`config.mk`:
```
export PLATFORM = sky130hd
export DESIGN_NAME = load_store_unit
export DESIGN_NICKNAME = d
export VERILOG_FILES = /design/src/rtl/lsu_pkg.sv /design/src/rtl/lsu_lane_align.sv /design/src/rtl/load_store_unit.sv
export SDC_FILE = /design/constraint.sdc
export NUM_CORES = 1
export LEC_CHECK = 0
export BUFFER_PORTS_ARGS = -buffer_cell sky130_fd_sc_hd__clkbuf_2
export CAP_MARGIN = 30
export CORE_MARGIN = 4
export CORE_UTILIZATION = 45
export DETAILED_ROUTE_END_ITERATION = 8
export PLACE_DENSITY = 0.74
export SYNTH_ARGS = -nofsm -noshare
export SYNTH_HDL_FRONTEND = slang
export SYNTH_SLANG_ARGS = --single-unit
```
`constraint.sdc`:
```
create_clock -name clk -period 2.68 [get_ports clk]
set_clock_uncertainty 0.15 [all_clocks]
set_input_delay 0.402 -clock clk [delete_from_list [all_inputs] [get_ports clk]]
set_output_delay 0.402 -clock clk [all_outputs]
set_load 0.02 [all_outputs]
```
`src/rtl/lsu_pkg.sv`:
```
// Shared encodings, FSM states and the access-error rule for the load/store unit.
package lsu_pkg;

    localparam logic [1:0] SZ_BYTE = 2'b00;
    localparam logic [1:0] SZ_HALF = 2'b01;
    localparam logic [1:0] SZ_RSVD = 2'b10;
    localparam logic [1:0] SZ_WORD = 2'b11;

    typedef enum logic [1:0] {
        ST_IDLE,
        ST_READ,
        ST_WRITE,
        ST_RESP
    } lsu_state_t;

    // Addresses are widened to 64 bits so one function serves any ADDR_W.
    function automatic logic access_error(
        input logic [1:0]  size,
        input logic [1:0]  off,
        input logic [63:0] word_addr,
        input logic [63:0] last_word
    );
        logic bad_align;
        case (size)
            SZ_HALF: bad_align = off[0];
            SZ_WORD: bad_align = (off != 2'b00);
            SZ_RSVD: bad_align = 1'b1;
            default: bad_align = 1'b0;
        endcase
        return bad_align || (word_addr > last_word);
    endfunction

endpackage

```
`src/rtl/lsu_lane_align.sv`:
```
// Big-endian lane extraction for loads and lane merging for sub-word stores.
module lsu_lane_align
    import lsu_pkg::*;
(
    input  logic [31:0] word,
    input  logic [1:0]  off,
    input  logic [1:0]  size,
    input  logic        is_unsigned,
    input  logic [31:0] wdata,
    output logic [31:0] load_value,
    output logic [31:0] merged_word
);

    logic [7:0]  lane_byte;
    logic [15:0] lane_half;

    // Offset 0 is the most significant lane of the word.
    always_comb begin
        lane_byte   = 8'h00;
        lane_half   = 16'h0000;
        load_value  = word;
        merged_word = wdata;
        case (size)
            SZ_BYTE: begin
                case (off)
                    2'd0: lane_byte = word[31:24];
                    2'd1: lane_byte = word[23:16];
                    2'd2: lane_byte = word[15:8];
                    default: lane_byte = word[7:0];
                endcase
                load_value = is_unsigned ? {24'h000000, lane_byte}
                                         : {{24{lane_byte[7]}}, lane_byte};
                case (off)
                    2'd0: merged_word = {wdata[7:0], word[23:0]};
                    2'd1: merged_word = {word[31:24], wdata[7:0], word[15:0]};
                    2'd2: merged_word = {word[31:16], wdata[7:0], word[7:0]};
                    default: merged_word = {word[31:8], wdata[7:0]};
                endcase
            end
            SZ_HALF: begin
                lane_half   = off[1] ? word[15:0] : word[31:16];
                load_value  = is_unsigned ? {16'h0000, lane_half}
                                          : {{16{lane_half[15]}}, lane_half};
                merged_word = off[1] ? {word[31:16], wdata[15:0]}
                                     : {wdata[15:0], word[15:0]};
            end
            default: begin
                load_value  = word;
                merged_word = wdata;
            end
        endcase
    end

endmodule

```
`src/rtl/load_store_unit.sv`:
```
// Load/store unit: turns byte/half/word requests into aligned word accesses,
// doing read-modify-write for sub-word stores.
module load_store_unit
    import lsu_pkg::*;
#(
    parameter int MEM_BYTES = 4096,
    parameter int ADDR_W    = 32
) (
    input  logic              clk,
    input  logic              reset,
    input  logic              req_valid,
    output logic              req_ready,
    input  logic              req_we,
    input  logic [1:0]        req_size,
    input  logic              req_unsigned,
    input  logic [ADDR_W-1:0] req_addr,
    input  logic [31:0]       req_wdata,
    output logic              resp_valid,
    output logic [31:0]       resp_rdata,
    output logic              resp_err,
    output logic [ADDR_W-1:0] mem_addr,
    output logic              mem_read,
    output logic              mem_write,
    output logic [31:0]       mem_wdata,
    input  logic [31:0]       mem_rdata
);

    localparam logic [63:0] LAST_WORD = 64'(MEM_BYTES - 4);

    lsu_state_t        state;
    logic              lat_we;
    logic [1:0]        lat_size;
    logic              lat_unsigned;
    logic [1:0]        lat_off;
    logic [31:0]       lat_wdata;

    logic [ADDR_W-1:0] word_addr;
    logic              req_err;
    logic [31:0]       load_value;
    logic [31:0]       merged_word;

    assign word_addr = {req_addr[ADDR_W-1:2], 2'b00};
    assign req_err   = access_error(req_size, req_addr[1:0], 64'(word_addr), LAST_WORD);

    // Strobes are gated by reset so a reset cycle can never touch memory.
    assign req_ready = (state == ST_IDLE) && !reset;
    assign mem_read  = (state == ST_READ) && !reset;
    assign mem_write = (state == ST_WRITE) && !reset;

    lsu_lane_align u_lane_align (
        .word        (mem_rdata),
        .off         (lat_off),
        .size        (lat_size),
        .is_unsigned (lat_unsigned),
        .wdata       (lat_wdata),
        .load_value  (load_value),
        .merged_word (merged_word)
    );

    always_ff @(posedge clk) begin
        if (reset) begin
            state        <= ST_IDLE;
            lat_we       <= 1'b0;
            lat_size     <= 2'b00;
            lat_unsigned <= 1'b0;
            lat_off      <= 2'b00;
            lat_wdata    <= 32'h0;
            resp_valid   <= 1'b0;
            resp_rdata   <= 32'h0;
            resp_err     <= 1'b0;
            mem_addr     <= '0;
            mem_wdata    <= 32'h0;
        end else begin
            case (state)
                ST_IDLE: begin
                    if (req_valid) begin
                        lat_we       <= req_we;
                        lat_size     <= req_size;
                        lat_unsigned <= req_unsigned;
                        lat_off      <= req_addr[1:0];
                        lat_wdata    <= req_wdata;
                        mem_addr     <= word_addr;
                        resp_rdata   <= 32'h0;
                        resp_err     <= req_err;
                        if (req_err) begin
                            resp_valid <= 1'b1;
                            state      <= ST_RESP;
                        end else if (req_we && req_size == SZ_WORD) begin
                            mem_wdata <= req_wdata;
                            state     <= ST_WRITE;
                        end else begin
                            state <= ST_READ;
                        end
                    end
                end
                ST_READ: begin
                    if (lat_we) begin
                        mem_wdata <= merged_word;
                        state     <= ST_WRITE;
                    end else begin
                        resp_rdata <= load_value;
                        resp_valid <= 1'b1;
                        state      <= ST_RESP;
                    end
                end
                ST_WRITE: begin
                    resp_valid <= 1'b1;
                    state      <= ST_RESP;
                end
                default: begin
                    resp_valid <= 1'b0;
                    state      <= ST_IDLE;
                end
            endcase
        end
    end

endmodule
```
# Word-level counts from Yosys, hierarchy flattened

Index checks and enable logic that the tools add are counted.

Magnitude comparators: 1
Equal/unequal tests: 14
Mux-type cells: 26
Reduce and logical (&&, ||, !) cells: 15

Operator list:

| kind                                                            | number |
|---|---|
| two-way mux 32 bit                                              | 9 |
| one-hot mux 32 bit (2 select lines)                             | 4 |
| one-hot mux 32 bit (3 select lines)                             | 1 |
| greater-than comparator 32 x 12 -> 1 bit, second input constant | 1 |
| one-hot mux 8 bit (3 select lines)                              | 1 |
| two-way mux 16 bit                                              | 1 |
| != test 2 bit, second input constant                            | 5 |
| equality test 2 x 1 -> 1 bit, second input constant             | 4 |
| equality test 2 bit, second input constant                      | 4 |
| zero test 2 bit                                                 | 3 |
| two-way mux 2 bit                                               | 3 |
| one-hot mux 1 bit (3 select lines)                              | 2 |
| one-hot mux 2 bit (3 select lines)                              | 1 |
| AND reduction 3 bit                                             | 2 |
| AND reduction 5 bit                                             | 1 |
| logical AND 1 bit                                               | 4 |
| two-way mux 1 bit                                               | 4 |
| nonzero test 2 bit                                              | 2 |
| != test 2 x 1 -> 1 bit, second input constant                   | 1 |
| AND reduction 2 bit                                             | 1 |
| zero test 1 bit                                                 | 1 |
| logical OR 1 bit                                                | 1 |

Bits in registers: 136
Bits of input ports: 103
Output and inout bits: 101
Word-level logic and storage cells: 67

# Longest topological paths before layout

Depth in word-level cells: 6
Gate-level depth with buffers: 10
Gate-level depth less buffers: 7

# Cells and area by module

A second synthesis with hierarchy kept.

Cells, all modules: 983
Area, all modules: 8,056.5 µm²

By module, submodules not included:

| module          | instances | cells each | area an instance (µm²) | seq. area each (µm²) |
|---|---|---|---|---|
| load_store_unit | 1         | 724        | 6,189.7                | 2,722.6 |
| lsu_lane_align  | 1         | 259        | 1,866.8                | 0.0 |

# Worst setup path after synthesis

OpenSTA, ideal clock, no wires.

Kind: reg-to-reg
From: reg state[0]
To: reg resp_rdata[13]
Arrival time: 2.028 ns
Path slack: 0.380 ns
Stages on the path, launching flop included: 10
Buffers on the path: 3
Period minus slack after synthesis: 2.300 ns
Cells stage by stage: dfxtp_1 > inv_1 > ha_1 > buf_2 > nor2b_1 > a211o_1 > buf_2 > nor2b_1 > buf_2 > a221o_1

Cells in the longest elaborated chain, start to end: 3

RTL lines:

| element                                                              | RTL line               | text |
|---|---|---|
| from (decl)                                                          | load_store_unit.sv:30  | `lsu_state_t state;` |
| from (signal assigned)                                               | load_store_unit.sv:62  | `state <= ST_IDLE;` |
| from (signal assigned)                                               | load_store_unit.sv:87  | `state <= ST_RESP;` |
| from (signal assigned)                                               | load_store_unit.sv:90  | `state <= ST_WRITE;` |
| equality test 2 x 1 -> 1 bit or zero test 2 bit (tied branches)      | load_store_unit.sv:74  | `case (state)` |
| != test 2 bit (no source line) or nonzero test 2 bit (tied branches) | n/a                    |  |
| AND reduction 3 bit (no source line)                                 | n/a                    |  |
| to (signal assigned)                                                 | load_store_unit.sv:101 | `resp_rdata <= load_value;` |
| to (decl)                                                            | load_store_unit.sv:19  | `output logic [31:0] resp_rdata,` |

Several ways; a longest one is shown, not always the timed one.
A chain may end at the register's enable or synchronous reset.

# Worst setup path in the final report

From: reg state[0]
To: reg resp_rdata[18]

The elaborated chain is that of the path after synthesis.

==> results_dict.tcl <==
set metrics [dict create \
    status "finished clean" \
    final_cells 1180 \
    antenna_found_initial 2 \
    worst-path-max-fanout 16 \
    ant_nets 0 \
    ys.flop_type "dfxtp_1" \
    vdd_ir_drop_max_mv 0.683 \
    ioPinCount 204 \
    dieWidth_um 127 \
    syn2layout_area_growth_pct 28.8 \
    cts.sinks 136 \
    gp_congestion 0.908 \
    placed_cell_area_um2 7510 \
    ys_warn_count 0 \
    die-area_um2 16100 \
    min_path_cells 3 \
    hold_path.startpoint "req_addr[10]" \
    hold_viol_final 0 \
    stdcell_area_um2 8200 \
    rr_endpoint "resp_rdata[18]$_SDFFE_PP0P_" \
    ys_top_cells_by_area "dfxtp_1 (43%), nand2_1 (12%), a21oi_1 (9.4%)" \
    start_util_pct 45.9 \
    synthArstFlopShare_pct 0 \
    relSlewSlack_pct 49.2 \
    wl_per_cell_um 17.7 \
    cts-root-buf "clkbuf_16" \
    setup_viol 0 \
    fin_crit_sh_pct 91.2 \
    leakage_nw 3.55 \
    cp-start-kind "flop" \
    yosysTopAreaCellShare_pct 42.8 \
    grt_max_degree 68 \
    required_ps 2800 \
    vias 6691 \
    timing.final.max_slew_violations 0 \
    critPathKind "flop to flop" \
    syn-instance-count 815 \
    cts_tree "yes" \
    grt-ovfl-total 0 \
    clk_pin_slew_ps 50 \
    end_kind "flop" \
    insertion_delay_ps 420 \
    rrSetupSlack_ps 230 \
    first_iter_violations 663 \
    clock_path_buffers 2 \
    fmax_ghz 0.409 \
    yosysMostFrequentCell "nand2_1" \
    routed_wl_um 20900 \
    power_density_nw_per_um2 1150 \
    rsz0062_at_grt "yes" \
    h-tree-depth 4 \
    fp-row-count 43 \
    yosys.cell_types.count 51 \
    cts_buffers 17 \
    drive_gt1_share_pct 27.5 \
    core_um2 13900 \
    rr_worst_depth 8 \
    routed_via_density 5.67 \
    setup_tns_ps 0 \
    die_h_um 127 \
    synthTopCellsByCount "nand2_1 (210), dfxtp_1 (136), a21oi_1 (120), nor2_1 (58), clkbuf_1 (51)" \
    max-cap-violations 0 \
    grt_pass1_vias 6197 \
    yosys.area.top_type "dfxtp_1" \
    dp_hpwl_um 15100 \
    n_antenna_cell 0 \
    worstHoldPathType "primary input to flop" \
    fin_crit_ps 2450 \
    worstPathArrival_ps 2560 \
    portBuffers 201 \
    track_usage_pct 25.3 \
    post-cts-setup-buffer-count 0 \
    avgSynthCellArea_um2 7.81 \
    synth_edf_count 0 \
    syn-cell-area_um2 6370 \
    grt_pass1_wl_um 32100 \
    hold_end "mem_addr[10]$_SDFFE_PP0P_" \
    drc 0 \
    worst_slew_pin_slew_ps 759 \
    synth_seq_cells 136 \
    r2r-start "state[0]$_SDFFE_PP0P_" \
    yosysSeqAreaShare_pct 42.8 \
    dp.cells 1148 \
    nNetsFinal 1095 \
    first_pass_iters 6 \
]
==> report_power, final <==
group / internal [mW] / total (mW) / switching (mW)
combinational: 1.31 / 3.78 / 2.47
clock: 1.82 / 2.70 / 0.887
sequential: 2.57 / 2.92 / 0.352
total: 5.70 / 9.41 / 3.71
==> per-stage QoR <==
stage | total power, mW | setup slack (ps) | utilization [%] | hold WS, ps
floorplan | 5.49 | 380 | - | 281
global route | 9.95 | -15.3 | 59.1 | 39.7
CTS | 9.43 | 80.6 | 59.0 | 35.2
finish | 9.41 | 235 | 59.1 | 52.2
detailed placement | 6.71 | 103 | 54.1 | 283
global placement | 6.67 | 98.8 | 54.0 | 277
==> state kept, by name, summed over array words and instances (netlist names), 2 cells and up <==
register	cells
lat_off	2
lat_size	2
lat_wdata	32
mem_addr	30
mem_wdata	32
resp_rdata	32
state	2
==> worst max-delay path by stage <==
stage | start | to | slack [ps] | cells past startpoint
floorplan | state[0]$_SDFFE_PP0P_ | resp_rdata[13]$_SDFFE_PP0P_ | 380 | 9
global placement | state[0]$_SDFFE_PP0P_ | resp_rdata[23]$_SDFFE_PP0P_ | 100 | 7
detailed placement | state[0]$_SDFFE_PP0P_ | resp_rdata[13]$_SDFFE_PP0P_ | 100 | 6
CTS | state[0]$_SDFFE_PP0P_ | resp_rdata[13]$_SDFFE_PP0P_ | 80 | 6
global route | state[0]$_SDFFE_PP0P_ | resp_rdata[1]$_SDFFE_PP0P_ | -20 | 7
finish | state[0]$_SDFFE_PP0P_ | resp_rdata[18]$_SDFFE_PP0P_ | 230 | 8
==> metal layers <==
layer  part of all wire, %  global-route usage, %  vias up
met1                    40                   31.5     3072
li1                      -                      -     3222
met3                    11                   9.18       42
met2                    46                   40.1      351
met5                  0.11                      0        -
met4                   2.6                   9.53        4
==> placed cells by master (no fill, tap or decap), types with 4 or more instances in the layout <==
cell        instances
mux2_2              8
clkinvlp_4          4
clkbuf_16          17
nor2_1             58
a21oi_1           120
a41oi_1            18
and3_1             10
nor3_1              9
a22oi_1            23
dfxtp_1           136
ha_1                4
buf_4              17
o21ai_0            29
mux2i_1             8
a221o_1             6
a22o_1             32
nand2_1           209
nor2b_1             7
clkbuf_2          200
o221ai_1            7
nand3b_1            9
a32oi_1             7
inv_1               7
bufinv_16           6
nor4_2              4
==> critical path, cell delays in order, from the launching register on <==
cell	delay, ps
dfxtp_1	350
inv_1	100
ha_1	370
inv_1	170
o21ai_1	330
buf_4	200
nor3_1	40
nand2_1	440
a21oi_1	140
==> repair_timing <==
item | CTS | global route
hold buffers | 0 | 0
gates resized for setup | 0 | 2
endpoints found under the setup margin | 0 | 16
==> cell type report <==
| type | count | area, um2 |
|---|---|---|
| fill | 1288 | 5680 |
| tap | 180 | 225 |
| inverter | 8 | 30.0 |
| clock buffer | 20 | 467 |
| multi-input combinational | 603 | 3340 |
| clock inverter | 12 | 220 |
| timing repair buffer | 221 | 1190 |
| sequential | 136 | 2720 |
==> kinds of logic (layout without fill, tap and decap cells) <==
| group | Yosys count | in the layout | share of synthesized area, % |
|---|---|---|---|
| muxes | 18 | 18 | 3.38 |
| DFF | 136 | 136 | 42.8 |
| and+or+nand+nor | 318 | 318 | 21.2 |
| buffers and inverters | 77 | 261 | 5.15 |
| AOI/OAI and AO/OA | 260 | 260 | 26.5 |
| other | 1 | 2 | 0.0589 |
| adders and majority gates | 5 | 5 | 0.982 |
(Power assumes the default switching activity.)
